<file path="src/rtl/uart_rx_display_driver_pkg.sv">
// Shared constants for the UART receive display driver.
// Covers the segment patterns, the scan-state encoding and the default refresh divider.
package uart_rx_display_driver_pkg;

    localparam int REFRESH_DIV_DEFAULT = 16;

    // Scan states. The state number is the index of the digit being lit.
    localparam logic [1:0] DIG0 = 2'd0;
    localparam logic [1:0] DIG1 = 2'd1;
    localparam logic [1:0] DIG2 = 2'd2;
    localparam logic [1:0] DIG3 = 2'd3;

    // Active-low segment patterns, bit order {a,b,c,d,e,f,g}.
    localparam logic [6:0] SEG_BLANK = 7'b1111111;
    localparam logic [6:0] SEG_DASH  = 7'b1111110;
    localparam logic [6:0] SEG_E     = 7'b0110000;
    localparam logic [6:0] SEG_P     = 7'b0011000;
    localparam logic [6:0] SEG_F     = 7'b0111000;

    typedef enum logic {
        ERR_P = 1'b0,
        ERR_F = 1'b1
    } err_kind_t;

    // Active-low one-hot anode enable for a scan state.
    function automatic logic [3:0] anode_for(input logic [1:0] dig);
        return ~(4'b0001 << dig);
    endfunction

endpackage

</file>
<file path="src/rtl/uart_rx_display_driver_hex_to_7seg.sv">
// Combinational decoder from a hex nibble to an active-low 7-segment pattern {a..g}.
module hex_to_7seg
    import uart_rx_display_driver_pkg::*;
(
    input  logic [3:0] nibble,
    output logic [6:0] seg
);

    // Nibble to segment lookup; lowercase b and d keep them distinct from 8 and 0.
    always_comb begin
        seg = SEG_BLANK;
        case (nibble)
            4'h0: seg = 7'b0000001;
            4'h1: seg = 7'b1001111;
            4'h2: seg = 7'b0010010;
            4'h3: seg = 7'b0000110;
            4'h4: seg = 7'b1001100;
            4'h5: seg = 7'b0100100;
            4'h6: seg = 7'b0100000;
            4'h7: seg = 7'b0001111;
            4'h8: seg = 7'b0000000;
            4'h9: seg = 7'b0000100;
            4'hA: seg = 7'b0001000;
            4'hB: seg = 7'b1100000;
            4'hC: seg = 7'b0110001;
            4'hD: seg = 7'b1000010;
            4'hE: seg = 7'b0110000;
            4'hF: seg = 7'b0111000;
            default: seg = SEG_BLANK;
        endcase
    end

endmodule

</file>
<file path="src/rtl/uart_rx_display_driver.sv">
// Shows the last two bytes from the UART receiver on a 4-digit common-anode display.
// A parity or framing error is held as "E P/F - -" until the next good byte arrives.
//
// state | meaning
// DIG0  | rightmost digit lit: low nibble of the newest byte
// DIG1  | high nibble of the newest byte
// DIG2  | low nibble of the previous byte, or P/F when in error
// DIG3  | high nibble of the previous byte, or E when in error
//
// Reset parks the FSM in DIG3 with the anodes off, so the first tick lights DIG0.
module uart_rx_display_driver
    import uart_rx_display_driver_pkg::*;
#(
    parameter int REFRESH_DIV = REFRESH_DIV_DEFAULT
) (
    input  logic       Clk,
    input  logic       reset,
    input  logic [7:0] Rx_DATA,
    input  logic       Rx_VALID,
    input  logic       Rx_PERROR,
    input  logic       Rx_FERROR,
    output logic [3:0] An,
    output logic [6:0] Seg,
    output logic       Disp_Error
);

    localparam int CNT_W = (REFRESH_DIV > 2) ? $clog2(REFRESH_DIV) : 1;
    localparam logic [CNT_W-1:0] CNT_LAST = CNT_W'(REFRESH_DIV - 1);

    logic [CNT_W-1:0] refresh_cnt;
    logic             tick;

    logic             valid_q, perror_q, ferror_q;
    logic             valid_rise, perror_rise, ferror_rise, err_rise;

    logic [7:0]       lo_byte, hi_byte;
    logic [1:0]       byte_cnt;
    logic             err;
    err_kind_t        err_kind;

    logic [1:0]       state, next_state;
    logic [3:0]       digit_nibble;
    logic             digit_special;
    logic [6:0]       special_seg;
    logic [6:0]       hex_seg;
    logic [6:0]       seg_next;

    assign tick        = (refresh_cnt == CNT_LAST);
    assign valid_rise  = Rx_VALID  & ~valid_q;
    assign perror_rise = Rx_PERROR & ~perror_q;
    assign ferror_rise = Rx_FERROR & ~ferror_q;
    assign err_rise    = perror_rise | ferror_rise;
    assign next_state  = state + 2'd1;
    assign Disp_Error  = err;

    // Free-running refresh counter; the last count is the digit-advance tick.
    always_ff @(posedge Clk) begin
        if (reset) begin
            refresh_cnt <= '0;
        end else if (tick) begin
            refresh_cnt <= '0;
        end else begin
            refresh_cnt <= refresh_cnt + 1'b1;
        end
    end

    // Previous-cycle copies of the receiver flags, so a held level yields one event.
    always_ff @(posedge Clk) begin
        if (reset) begin
            valid_q  <= 1'b0;
            perror_q <= 1'b0;
            ferror_q <= 1'b0;
        end else begin
            valid_q  <= Rx_VALID;
            perror_q <= Rx_PERROR;
            ferror_q <= Rx_FERROR;
        end
    end

    // Byte history and error latch. An error in the same cycle as a valid byte drops the byte.
    always_ff @(posedge Clk) begin
        if (reset) begin
            lo_byte  <= 8'h00;
            hi_byte  <= 8'h00;
            byte_cnt <= 2'd0;
            err      <= 1'b0;
            err_kind <= ERR_P;
        end else if (err_rise) begin
            err      <= 1'b1;
            err_kind <= ferror_rise ? ERR_F : ERR_P;
        end else if (valid_rise) begin
            lo_byte <= Rx_DATA;
            err     <= 1'b0;
            if (err) begin
                // The byte before an error is stale, so history restarts at one byte.
                byte_cnt <= 2'd1;
            end else begin
                hi_byte <= lo_byte;
                if (byte_cnt != 2'd2) begin
                    byte_cnt <= byte_cnt + 2'd1;
                end
            end
        end
    end

    // Digit content for the slot about to be lit.
    always_comb begin
        digit_nibble  = 4'h0;
        digit_special = 1'b1;
        special_seg   = SEG_BLANK;
        if (err) begin
            case (next_state)
                DIG3:    special_seg = SEG_E;
                DIG2:    special_seg = (err_kind == ERR_F) ? SEG_F : SEG_P;
                default: special_seg = SEG_DASH;
            endcase
        end else begin
            case (next_state)
                DIG0: if (byte_cnt != 2'd0) begin
                    digit_special = 1'b0;
                    digit_nibble  = lo_byte[3:0];
                end
                DIG1: if (byte_cnt != 2'd0) begin
                    digit_special = 1'b0;
                    digit_nibble  = lo_byte[7:4];
                end
                DIG2: if (byte_cnt == 2'd2) begin
                    digit_special = 1'b0;
                    digit_nibble  = hi_byte[3:0];
                end
                default: if (byte_cnt == 2'd2) begin
                    digit_special = 1'b0;
                    digit_nibble  = hi_byte[7:4];
                end
            endcase
        end
    end

    hex_to_7seg u_hex_to_7seg (
        .nibble (digit_nibble),
        .seg    (hex_seg)
    );

    assign seg_next = digit_special ? special_seg : hex_seg;

    // Scan FSM: on each tick move to the next digit and register its anode and segments together.
    always_ff @(posedge Clk) begin
        if (reset) begin
            state <= DIG3;
            An    <= 4'b1111;
            Seg   <= SEG_BLANK;
        end else if (tick) begin
            state <= next_state;
            An    <= anode_for(next_state);
            Seg   <= seg_next;
        end
    end

endmodule

</file>
<file path="config.mk">
export PLATFORM = sky130hd
export DESIGN_NAME = uart_rx_display_driver
export DESIGN_NICKNAME = d
export VERILOG_FILES = /design/src/rtl/uart_rx_display_driver_pkg.sv /design/src/rtl/uart_rx_display_driver_hex_to_7seg.sv /design/src/rtl/uart_rx_display_driver.sv
export SDC_FILE = /design/constraint.sdc
export NUM_CORES = 1
export LEC_CHECK = 0
export ABC_AREA = 1
export CAP_MARGIN = 30
export CELL_PAD_IN_SITES_DETAIL_PLACEMENT = 0
export CELL_PAD_IN_SITES_GLOBAL_PLACEMENT = 1
export CORE_MARGIN = 2
export CORE_UTILIZATION = 42
export DETAILED_ROUTE_END_ITERATION = 8
export PLACE_DENSITY_LB_ADDON = 0.08
export REMOVE_ABC_BUFFERS = 1
export SLEW_MARGIN = 40
export SYNTH_ARGS = -nofsm -noshare
export SYNTH_HDL_FRONTEND = slang
export SYNTH_SLANG_ARGS = --single-unit
export TNS_END_PERCENT = 1
</file>
<file path="constraint.sdc">
create_clock -name Clk -period 4.3 [get_ports Clk]
set_input_delay 0.645 -clock Clk [delete_from_list [all_inputs] [get_ports Clk]]
set_output_delay 0.645 -clock Clk [all_outputs]
set_load 0.01 [all_outputs]
</file>
* Word level (Yosys, flattened, before mapping)
Memories as Yosys holds them, arrays and structs flattened.
Cells that the tools add are included.
** Operators by class
- Add/subtract/negate cells :: 3
- Equal/unequal tests :: 6
- Shifts and indexed selects :: 1
- Mux-type cells :: 19
- Bitwise operators :: 10
- Reduce and logical (&&, ||, !) cells :: 9
** Operators with widths (number)
- 4-bit 2-to-1 mux :: 5
- 7-bit 2-to-1 mux :: 2
- 7-bit one-hot mux with 2 select lines :: 1
- 4-bit one-hot mux with 3 select lines :: 1
- 1-bit 2-to-1 mux :: 7
- 2-bit == test, second input constant :: 3
- 6-bit 2-to-1 mux :: 1
- 3-bit AND reduction :: 2
- 2-bit nonzero test :: 3
- 1-bit inverter :: 5
- 2-bit by 1-bit adder with 2-bit output, second input constant :: 2
- 4-bit by 1-bit adder with 4-bit output, second input constant :: 1
- 4-bit == test, second input constant :: 1
- 2-bit 2-to-1 mux :: 2
- 4-bit inverter :: 1
- 2-bit OR reduction :: 2
- 1-bit by 2-bit << shifter with 4-bit output, first input constant :: 1
- 1-bit bitwise AND :: 3
- 2-bit by 1-bit == test with 1-bit output, second input constant :: 1
- 2-bit logical NOT :: 1
- 2-bit inequality test, second input constant :: 1
- 2-bit AND reduction :: 1
- 1-bit OR :: 1
** Word-level totals
- Bits in registers :: 40
- ROM bits :: 112
- Input port bits :: 13
- Word-level logic and storage cells :: 61
- Memories :: 1
** Memories
- (no name shown) :: words 16, bits a word 7, rd ports 1, clocked after memory_dff 0, write ports 0, RTL line uart_rx_display_driver_hex_to_7seg.sv:12 : case (nibble)

* Longest topological paths before layout
Gate-level depths: netlist of the first run.
- Depth in word-level cells :: 6
- Mapped depth :: 15

* Hierarchy
From an unflattened synthesis of the first run, not the netlist that was laid out.
** Second synthesis, totals
- Cell total of the unflattened synthesis :: 287
- Area, all modules :: 2050.7 um^2
** By module, submodules not included
- uart_rx_display_driver :: times used 1, cells an instance 235, area each 1770.4 um^2, seq. area each 800.8 um^2
- hex_to_7seg :: times used 1, cells an instance 52, area each 280.3 um^2, seq. area each 0.0 um^2

* Least setup slack after synthesis of the first run
Ideal clock, no wire load.
- Kind :: flip-flop to flip-flop
- Start point :: register byte_cnt[0]
- End point :: register Seg[6]
- Arrival :: 1.743 ns
- Setup slack :: 2.442 ns
- Cell stages (with the launch flop) :: 16
- Clock period less this slack :: 1.858 ns
- Cell sequence :: dfxtp_1 inv_1 ha_1 nand2_4 inv_4 nand2_1 nand2_1 nand2_1 inv_1 ha_1 inv_1 nand3_1 nand3_1 nand3_1 nand2_1 nand2_1
** On the way
- Cells in the longest elaborated chain, start to end :: 6
- Elaborated cells on any way between the ends :: 14
** RTL lines
- from (decl) :: RTL line uart_rx_display_driver.sv:37 : logic [1:0] byte_cnt;
- from (signal assigned) :: RTL line uart_rx_display_driver.sv:100 : byte_cnt <= byte_cnt + 2'd1;
- 2-bit == test or 2-bit nonzero test (tied branches)
- 4-bit 2-to-1 mux, on equally long branches
- 4-bit one-hot mux with 3 select lines :: RTL line uart_rx_display_driver.sv:118 : case (next_state)
- 4-bit 2-to-1 mux :: RTL line uart_rx_display_driver.sv:111 : if (err) begin
- memory read 16 x 7 bit
- 7-bit 2-to-1 mux (*) :: RTL line uart_rx_display_driver.sv:144 : assign seg_next = digit_special ? special_seg : hex_seg;
- to (signal assigned) :: RTL line uart_rx_display_driver.sv:155 : Seg <= seg_next;
- to (decl) :: RTL line uart_rx_display_driver.sv:23 : output logic [6:0] Seg,
Mark *: on every way between the ends. The rest lies on a longest branch, timed or not.
A chain may end at the register's enable or synchronous reset.

* Worst setup path in the final report of the first run
- Start point :: register state[1]
- End point :: register Seg[6]
** On the way
- Cells in the longest elaborated chain, start to end :: 6
- Elaborated cells on any way between the ends :: 14
** RTL lines
- from (decl) :: RTL line uart_rx_display_driver.sv:41 : logic [1:0] state, next_state;
- from (signal assigned) :: RTL line uart_rx_display_driver.sv:153 : state <= next_state;
- 2-bit by 1-bit adder with 2-bit output (*) :: RTL line uart_rx_display_driver.sv:53 : assign next_state = state + 2'd1;
- 2-bit == test (tied with other cells) :: RTL line uart_rx_display_driver.sv:112, uart_rx_display_driver.sv:118
- 4-bit one-hot mux with 3 select lines or 2-bit OR reduction (tied branches)
- 4-bit 2-to-1 mux or 1-bit 2-to-1 mux (tied branches)
- memory read 16 x 7 bit or 1-bit 2-to-1 mux (tied branches)
- 7-bit 2-to-1 mux (*) :: RTL line uart_rx_display_driver.sv:144
Marked as above.

==> results.json, run 1 <==
{
  "outcome": "complete, no violations",
  "hold_viol": 0,
  "cts_tree": "yes",
  "cts_hold_repair.buffers": 0,
  "crit_path_start_kind": "flop",
  "netlist_instances": 283,
  "wirelength_um": 4290,
  "dpl.hpwl_um": 3200,
  "ant_nets": 0,
  "diodes": 0,
  "period_needed_ns": 2.26,
  "grt_max_degree": 20,
  "die-area_um2": 5380,
  "cellLeakagePower_nw": 1.11,
  "grt_overflow": 0,
  "critical_path_class": "flop to flop",
  "die_x_um": 73.3,
  "clock.fmax_mhz": 443,
  "synth-seq-cells": 40,
  "final.fill_count": 506,
  "grt_pass1_vias": 1670,
  "rsz0062_at_grt": "no",
  "routedWlPerCell_um": 11.8,
  "clk_pin_slew_ns": 0.08,
  "crit_path_end": "Seg[6]",
  "crit_fanout": 6,
  "yosysTopAreaCell": "dfxtp_1",
  "track_usage_pct": 18.3,
  "finalHoldWorstSlack_ns": 0.447,
  "power.density_nw_per_um2": 336,
  "reg2regPathDepth": 15,
  "antenna_found_initial": 0,
  "vias": 1789,
  "clock_sinks": 40,
  "start_util_pct": 43.0,
  "hp-class": "flop to flop",
  "ios": 25,
  "synthSimpleGateAreaFrac_pct": 29.4,
  "multiInputGateArea_um2": 1060,
  "avgSynthCellArea_um2": 7.14,
  "ys_warn_count": 0,
  "postCtsSetupBuffers": 0,
  "synth_top_family_by_area": "simple AND/OR/NAND/NOR gates",
  "seq_area_um2": 801,
  "drive_gt1_share_pct": 7.40,
  "worst_path_max_delay_cell": "dfxtp_1",
  "rr_endpoint": "Seg[6]",
  "synthMuxAreaShare_pct": 0,
  "arrival_ns": 2.45,
  "max-clock-path-buffers": 2,
  "gp_congestion": 0.827,
  "syn_to_final_growth_pct": 19.7,
  "crit_start": "state[1]",
  "cts_made_buffers": 5,
  "slowest_delay_ns": 0.41,
  "reg2reg_slack_ns": 2.04,
  "final_max_slew_viol_count": 0,
  "synth_cell_types": 23,
  "drc": 0,
  "worst_slew_pin_slew_ns": 0.540,
  "worstSetupEndpointType": "flop",
  "grt_pass1_wl_um": 7620,
  "cts_max_level": 2,
  "reg2reg_from": "state[1]",
  "cts_resized": 0,
  "vdd.ir_drop.worst_v": 0.000232,
  "finClkSkew_ns": 0.00209,
  "final.setup.tns_ns": 0,
  "cp.required_ns": 4.49,
  "cap_violations": 0,
  "synth_fa_ha_area_share_pct": 8.67,
  "insertion_delay_ns": 0.29,
  "root_buffer": "clkbuf_8",
  "path_depth": 15,
  "cpLargestDelayFamily": "simple AND/OR/NAND/NOR gates",
  "netlist_area_um2": 2020,
  "vias_per_cell": 4.90,
  "synthDominantCellAreaShare_pct": 39.7,
  "finalCritPeriodShare_pct": 52.5,
  "ys_seq_area_share_pct": 39.7,
  "rows": 25,
  "synth.area.top_cells": "dfxtp_1 40%, nand2_1 12%, ha_1 8.7%, nor2_1 7.6%, a21oi_1 6.2%",
  "cp_num_buf_inv": 3,
  "drtIter0Drc": 77,
  "die_h_um": 73.3,
  "fp.coreArea_um2": 4690,
  "synth_compound_area_share_pct": 14.5,
  "relSlewSlack_pct": 63.9,
  "io_buffers": 24,
  "finalSetupViolCount": 0,
  "crit_chain": "inv_1 > ha_1 > nand2_1 > nand2_1 > nand2_1 > nand3_1 > nand2_1 > inv_1 > ha_1 > inv_1 > nand3_1 > nand3_1 > nand3_1 > nand2_1 > nand2_1",
  "synth-xor-area-share_pct": 0,
  "cp_common_cell": "nand2_1",
  "nNetsFinal": 337,
  "dr.pass1.iters": 4
}
-- sequential cells by signal, indices dropped and copies added, names as in the netlist --
| register | cells |
|---|---|
| state | 2 |
| Seg | 7 |
| Disp_Error | 1 |
| ferror_q | 1 |
| hi_byte | 8 |
| lo_byte | 8 |
| err_kind | 1 |
| refresh_cnt | 4 |
| valid_q | 1 |
| byte_cnt | 2 |
| An | 4 |
| perror_q | 1 |
-- logic make-up after synthesis --
family | after synthesis
DFF | 40
and+or+nand+nor | 135
AOI/OAI and AO/OA | 55
buffers and inverters | 39
adders and majority gates | 14
-- metrics by stage --
stage | utilization [%] | worst slack [ns] | cell area [um2] | total power, mW | cells
6_report | 51.5 | 2.04 | 2420 | 0.812 | 365
5_1_grt | 51.5 | 1.86 | 2420 | 0.857 | 365
4_1_cts | 51.5 | 2.06 | 2420 | 0.821 | 365
3_5_place_dp | 49.2 | 1.90 | 2310 | 0.520 | 357
3_3_place_gp | 49.2 | 1.93 | 2310 | 0.520 | 357
2_1_floorplan | - | 2.44 | 1990 | 0.483 | 278
-- routing by layer --
metal,GRT usage [%],vias to the layer above,part of all wire (%)
met5,0,-,0
met4,6.06,0,1.0
met3,4.12,4,3.0
met2,29.3,20,46
met1,24.3,811,50
li1,-,954,-
-- worst register-to-register path: cells and delay by family (launching register included) --
family,cells,cell delay [ns]
flops,1,0.41
fa+ha+maj,2,0.50
simple gates,10,0.90
buf+inv,3,0.33
-- layout make-up --
| class | count | area share (%) |
|---|---|---|
| clock buffer | 6 | 3.00 |
| multi-input combinational | 204 | 43.9 |
| sequential | 40 | 33.1 |
| clock inverter | 2 | 1.45 |
| timing repair buffer | 25 | 10.2 |
| tap | 54 | 2.80 |
| inverter | 34 | 5.49 |
-- cells in the final DEF, fill, tap and decap left out, drive strengths merged --
cell type      count
clkinv             2
nand3             21
clkdlybuf4s50     24
o21ai             24
nor2              42
buf                1
nand4              1
bufinv             1
ha                14
a21oi             27
inv               33
clkbuf             6
dfxtp             40
a31oi              3
o21a               1
nand2             71
-- synth_stat cells --
cell type / instances
buf_2: 2
nand4_1: 1
inv_2: 1
nor2_4: 1
nand3_1: 21
inv_1: 30
nand2_4: 6
clkbuf_1: 1
clkinv_1: 1
a31oi_1: 3
a21oi_1: 25
nor2_1: 41
inv_4: 2
dfxtp_1: 40
nand2_2: 2
ha_1: 14
nand2_1: 63
buf_4: 1
o21a_1: 1
o21ai_0: 23
buf_1: 1
a21oi_2: 2
o21ai_2: 1
-- power by group --
part           leakage, nW  switching (mW)  internal [mW]  total, mW
sequential           0.327          0.0110          0.386      0.397
combinational        0.733          0.0712         0.0424      0.114
clock               0.0552           0.129          0.172      0.301
total                 1.11           0.211          0.601      0.812
-- worst min-delay path by stage --
stage	startpoint	endpoint	slack [ns]	cells after the start
6_report	hi_byte[5]	hi_byte[5]	0.45	2
5_1_grt	refresh_cnt[0]	refresh_cnt[0]	0.47	1
4_1_cts	hi_byte[5]	hi_byte[5]	0.45	2
3_5_place_dp	refresh_cnt[0]	refresh_cnt[0]	0.44	1
3_3_place_gp	refresh_cnt[0]	refresh_cnt[0]	0.44	1
2_1_floorplan	refresh_cnt[0]	refresh_cnt[0]	0.42	1
(Power assumes the default switching activity.)
==> run 2, diff against run 1 <==
- CORE_UTILIZATION: 42 -> 36
- clock period: 4.3 -> 1.9 ns (I/O delays scaled with it)
==> results.json, run 2 (synthesis results as in run 1) <==
{
  "critical_path_class": "flop to flop",
  "clock.fmax_mhz": 566,
  "antenna_found_initial": 0,
  "min_path_cells": 1,
  "grt_pass1_vias": 1759,
  "start_util_pct": 36.9,
  "worst_slew_pin_slew_ns": 0.363,
  "io_buffers": 24,
  "dr.pass1.iters": 4,
  "dpl.hpwl_um": 3590,
  "vias_per_cell": 4.59,
  "track_usage_pct": 16.8,
  "routedWlPerCell_um": 11.7,
  "crit_chain": "inv_2 > ha_2 > inv_2 > nand2_2 > nand2_1 > nand2_2 > buf_4 > ha_1 > nand3_2 > nand2_1 > nand2_1 > nand3_1 > nand2_1 > nand2_1",
  "max-clock-path-buffers": 2,
  "reg_top3": "hi_byte: 8 flops, lo_byte: 8 flops, Seg: 7 flops",
  "final_cell_mix": "60 x nand2_1, 41 x nor2_1, 36 x dfxtp_1, 25 x a21oi_1, 24 x clkdlybuf4s50_1",
  "holdPathEnd": "refresh_cnt[0]",
  "crit_fanout": 4,
  "finalCritPeriodShare_pct": 92.9,
  "worstSetupEndpointType": "flop",
  "insertion_delay_ns": 0.29,
  "die_h_um": 78.9,
  "clock_sinks": 40,
  "cap_violations": 0,
  "reg2reg_slack_ns": 0.13,
  "worstHoldStart": "refresh_cnt[0]",
  "vias": 1855,
  "reg2reg_from": "state[0]",
  "rr_endpoint": "Seg[6]",
  "crit_path_start_kind": "flop",
  "die-area_um2": 6220,
  "root_buffer": "clkbuf_8",
  "period_needed_ns": 1.77,
  "clk_pin_slew_ns": 0.08,
  "final.setup.worst_slack_ns": 0.134,
  "power.density_nw_per_um2": 663,
  "die_x_um": 78.9,
  "cellLeakagePower_nw": 1.20,
  "wirelength_um": 4740,
  "cpLargestDelayFamily": "simple AND/OR/NAND/NOR gates",
  "ios": 25,
  "layout_commonest_cell": "nand2_1",
  "cp_common_cell": "nand2_1",
  "hold_viol": 0,
  "finClkSkew_ns": 0.00618,
  "hp-class": "flop to flop",
  "cts_made_buffers": 5,
  "ant_nets": 0,
  "cp.required_ns": 2.09,
  "slowest_delay_ns": 0.37,
  "finalSetupViolCount": 0,
  "rsz0062_at_grt": "yes",
  "diodes": 0,
  "outcome": "complete, no violations",
  "worst_path_max_delay_cell": "dfxtp_2",
  "cts_max_level": 2,
  "drtIter0Drc": 79,
  "fp.coreArea_um2": 5470,
  "final_max_slew_viol_count": 0,
  "vdd.ir_drop.worst_v": 0.000377,
  "drc": 0,
  "final.setup.tns_ns": 0,
  "syn_to_final_growth_pct": 31.8,
  "grt_overflow": 0,
  "relSlewSlack_pct": 75.7,
  "grt_max_degree": 19,
  "grt_pass1_wl_um": 8210,
  "gp_congestion": 0.859,
  "cp_num_buf_inv": 3,
  "rows": 27,
  "drive_gt1_share_pct": 21.1,
  "cts_tree": "yes",
  "nNetsFinal": 359,
  "arrival_ns": 1.95,
  "pre_cts_ws_ns": -0.172,
  "reg2regPathDepth": 14
}
-- run 2: how the worst max path moves through the flow --
| stage | endpoint | from | slack (ns) | depth (start not counted) |
|---|---|---|---|---|
| global route | Seg[5] | state[1] | -0.02 | 14 |
| detailed placement | Seg[6] | state[1] | -0.17 | 15 |
| global placement | Seg[6] | state[1] | -0.16 | 15 |
| CTS | Seg[6] | state[1] | 0.03 | 15 |
| finish | Seg[6] | state[0] | 0.13 | 14 |
| floorplan | Seg[6] | byte_cnt[0] | 0.04 | 15 |
-- run 2: power breakdown --
part	total, mW	switching (mW)	internal, mW
Combinational	0.325	0.184	0.141
Clock	0.542	0.292	0.250
Sequential	0.898	0.0239	0.874
-- run 2: timing repair --
item	CTS	global route
setup buffers	1	0
hold endpoints to repair	0	0
gates cloned	0	0
resized for setup	8	24
pin swaps	1	4
hold buffers	0	0
setup endpoints to repair	7	7
-- run 2: layout make-up --
cell class                      count  area, um2
Clock buffer                        6       72.6
Timing Repair Buffer               47        413
Tap cell                           72       90.1
Inverter                           34        135
Clock inverter                      1       5.00
Multi-Input combinational cell    204       1140
Fill cell                         593       2810
Sequential cell                    40        808
-- run 2: metrics by stage --
step	total power, mW	utilization (%)	cells	cell area (um2)	hold WS, ns
2_1_floorplan	1.09	-	278	1990	0.354
3_3_place_gp	1.22	45.5	396	2490	0.431
3_5_place_dp	1.22	45.5	396	2490	0.440
4_1_cts	1.79	47.3	404	2590	0.459
5_1_grt	1.87	48.6	404	2660	0.507
6_report	1.76	48.6	404	2660	0.461
-- run 2: layer usage --
metal	global-route usage, %	part of all wire, %
met5	0	0
met4	6.03	1.6
met3	3.07	2.5
met2	27.4	47
met1	22.3	48
==> run 3, diff against run 2 <==
- CORE_MARGIN: 2 -> not set
- CTS_CLUSTER_DIAMETER: not set -> 60
==> results.json, run 3 (synthesis results as in run 1) <==
{
  "cp_num_buf_inv": 3,
  "die_h_um": 76.9,
  "start_util_pct": 38.6,
  "worstSetupEndpointType": "flop",
  "drc": 0,
  "cts_made_buffers": 5,
  "crit_path_start_kind": "flop",
  "clock_sinks": 40,
  "crit_chain": "inv_4 > ha_2 > inv_2 > nand2_2 > nand2_2 > nand2_4 > buf_4 > ha_1 > nand3_2 > nand2_1 > nand2_1 > nand3_1 > nand2_1 > nand2_1",
  "io_buffers": 24,
  "die-area_um2": 5910,
  "hold_viol": 0,
  "drtIter0Drc": 74,
  "cellLeakagePower_nw": 1.22,
  "relSlewSlack_pct": 74.4,
  "cp.required_ns": 2.09,
  "utilization_pct": 51.3,
  "reg2reg_from": "state[0]",
  "reg_top3": "hi_byte: 8 flops, lo_byte: 8 flops, Seg: 7 flops",
  "insertion_delay_ns": 0.29,
  "post-place-cells": 395,
  "finClkSkew_ns": 0.00463,
  "antenna_found_initial": 0,
  "cts_max_level": 2,
  "grt_overflow": 0,
  "max-clock-path-buffers": 2,
  "cts_hold_repair.buffers": 0,
  "drive_gt1_share_pct": 22.4,
  "cap_violations": 0,
  "grt_max_degree": 19,
  "critical_path_class": "flop to flop",
  "arrival_ns": 1.93,
  "rows": 26,
  "vias_per_cell": 4.60,
  "finalCritPeriodShare_pct": 91.5,
  "slowest_delay_ns": 0.37,
  "hp-class": "flop to flop",
  "final_max_slew_viol_count": 0,
  "final_cell_mix": "59 x nand2_1, 41 x nor2_1, 36 x dfxtp_1, 26 x buf_4, 25 x a21oi_1",
  "grt_pass1_vias": 1773,
  "root_buffer": "clkbuf_8",
  "reg2regPathDepth": 14,
  "layout_commonest_cell": "nand2_1",
  "vdd.ir_drop.worst_v": 0.000377,
  "grt_pass1_wl_um": 8160,
  "worst_slew_pin_slew_ns": 0.383,
  "gp_congestion": 0.839,
  "cpLargestDelayFamily": "simple AND/OR/NAND/NOR gates",
  "final.setup.tns_ns": 0,
  "power.density_nw_per_um2": 660,
  "nNetsFinal": 362,
  "ios": 25,
  "worst_path_max_delay_cell": "dfxtp_4",
  "clk_pin_slew_ns": 0.08,
  "finalSetupViolCount": 0,
  "wirelength_um": 4610,
  "power_mw": 1.77,
  "track_usage_pct": 17.3,
  "diodes": 0,
  "syn_to_final_growth_pct": 33.1,
  "cp_common_cell": "nand2_1",
  "holdPathEnd": "refresh_cnt[0]",
  "reg2reg_slack_ns": 0.16,
  "dpl.hpwl_um": 3520,
  "cts_tree": "yes",
  "fin_cells": 405,
  "clock.fmax_mhz": 575,
  "fp.coreArea_um2": 5240,
  "die_x_um": 76.9,
  "worstHoldStart": "refresh_cnt[0]",
  "rr_endpoint": "Seg[6]",
  "crit_fanout": 4,
  "finalHoldWorstSlack_ns": 0.453,
  "outcome": "complete, no violations",
  "ant_nets": 0,
  "period_needed_ns": 1.74,
  "routedWlPerCell_um": 11.4,
  "min_path_cells": 1,
  "vias": 1862,
  "dr.pass1.iters": 4
}
run 3: where the power goes:
| part | switching [mW] | internal (mW) |
|---|---|---|
| clock network | 0.298 | 0.249 |
| logic | 0.188 | 0.142 |
| registers | 0.0234 | 0.873 |
| total | 0.509 | 1.26 |
run 3: stage by stage:
stage                     cell area [um2]  setup slack (ns)
after floorplan                      1990            0.0421
after global placement               2490            -0.199
after detailed placement             2490            -0.173
after CTS                            2610            0.0181
after global routing                 2690          -0.00986
final                                2690             0.162
run 3: worst max-delay path by stage:
stage | from | end | cells past startpoint | slack, ns
after floorplan | byte_cnt[0] | Seg[6] | 15 | 0.04
after global placement | state[0] | Seg[6] | 15 | -0.20
after global routing | state[0] | Seg[3] | 12 | -0.01
after CTS | state[1] | Seg[6] | 15 | 0.02
final | state[0] | Seg[6] | 14 | 0.16
after detailed placement | state[1] | Seg[6] | 15 | -0.17
run 3: per-layer routing:
layer | track usage, % | up-vias | part of all wire [%]
li1 | - | 1010 | -
met3 | 3.57 | 10 | 2.6
met4 | 7.31 | 0 | 2.5
met1 | 22.2 | 812 | 49
met2 | 27.9 | 30 | 46
met5 | 0 | - | 0
run 3: layout make-up:
class	count	area [um2]
clock buffers	5	68.8
clock inverters	2	12.5
fillers	562	2550
inverters	34	138
multi-input cells	204	1130
flip-flops and latches	40	811
well taps	70	87.6
repair buffers	50	435
run 3: repair_timing:
action | in CTS | in global routing
pin swaps | 2 | 5
resized for setup | 10 | 25
buffers inserted | 1 | 2
setup endpoints to repair | 7 | 7
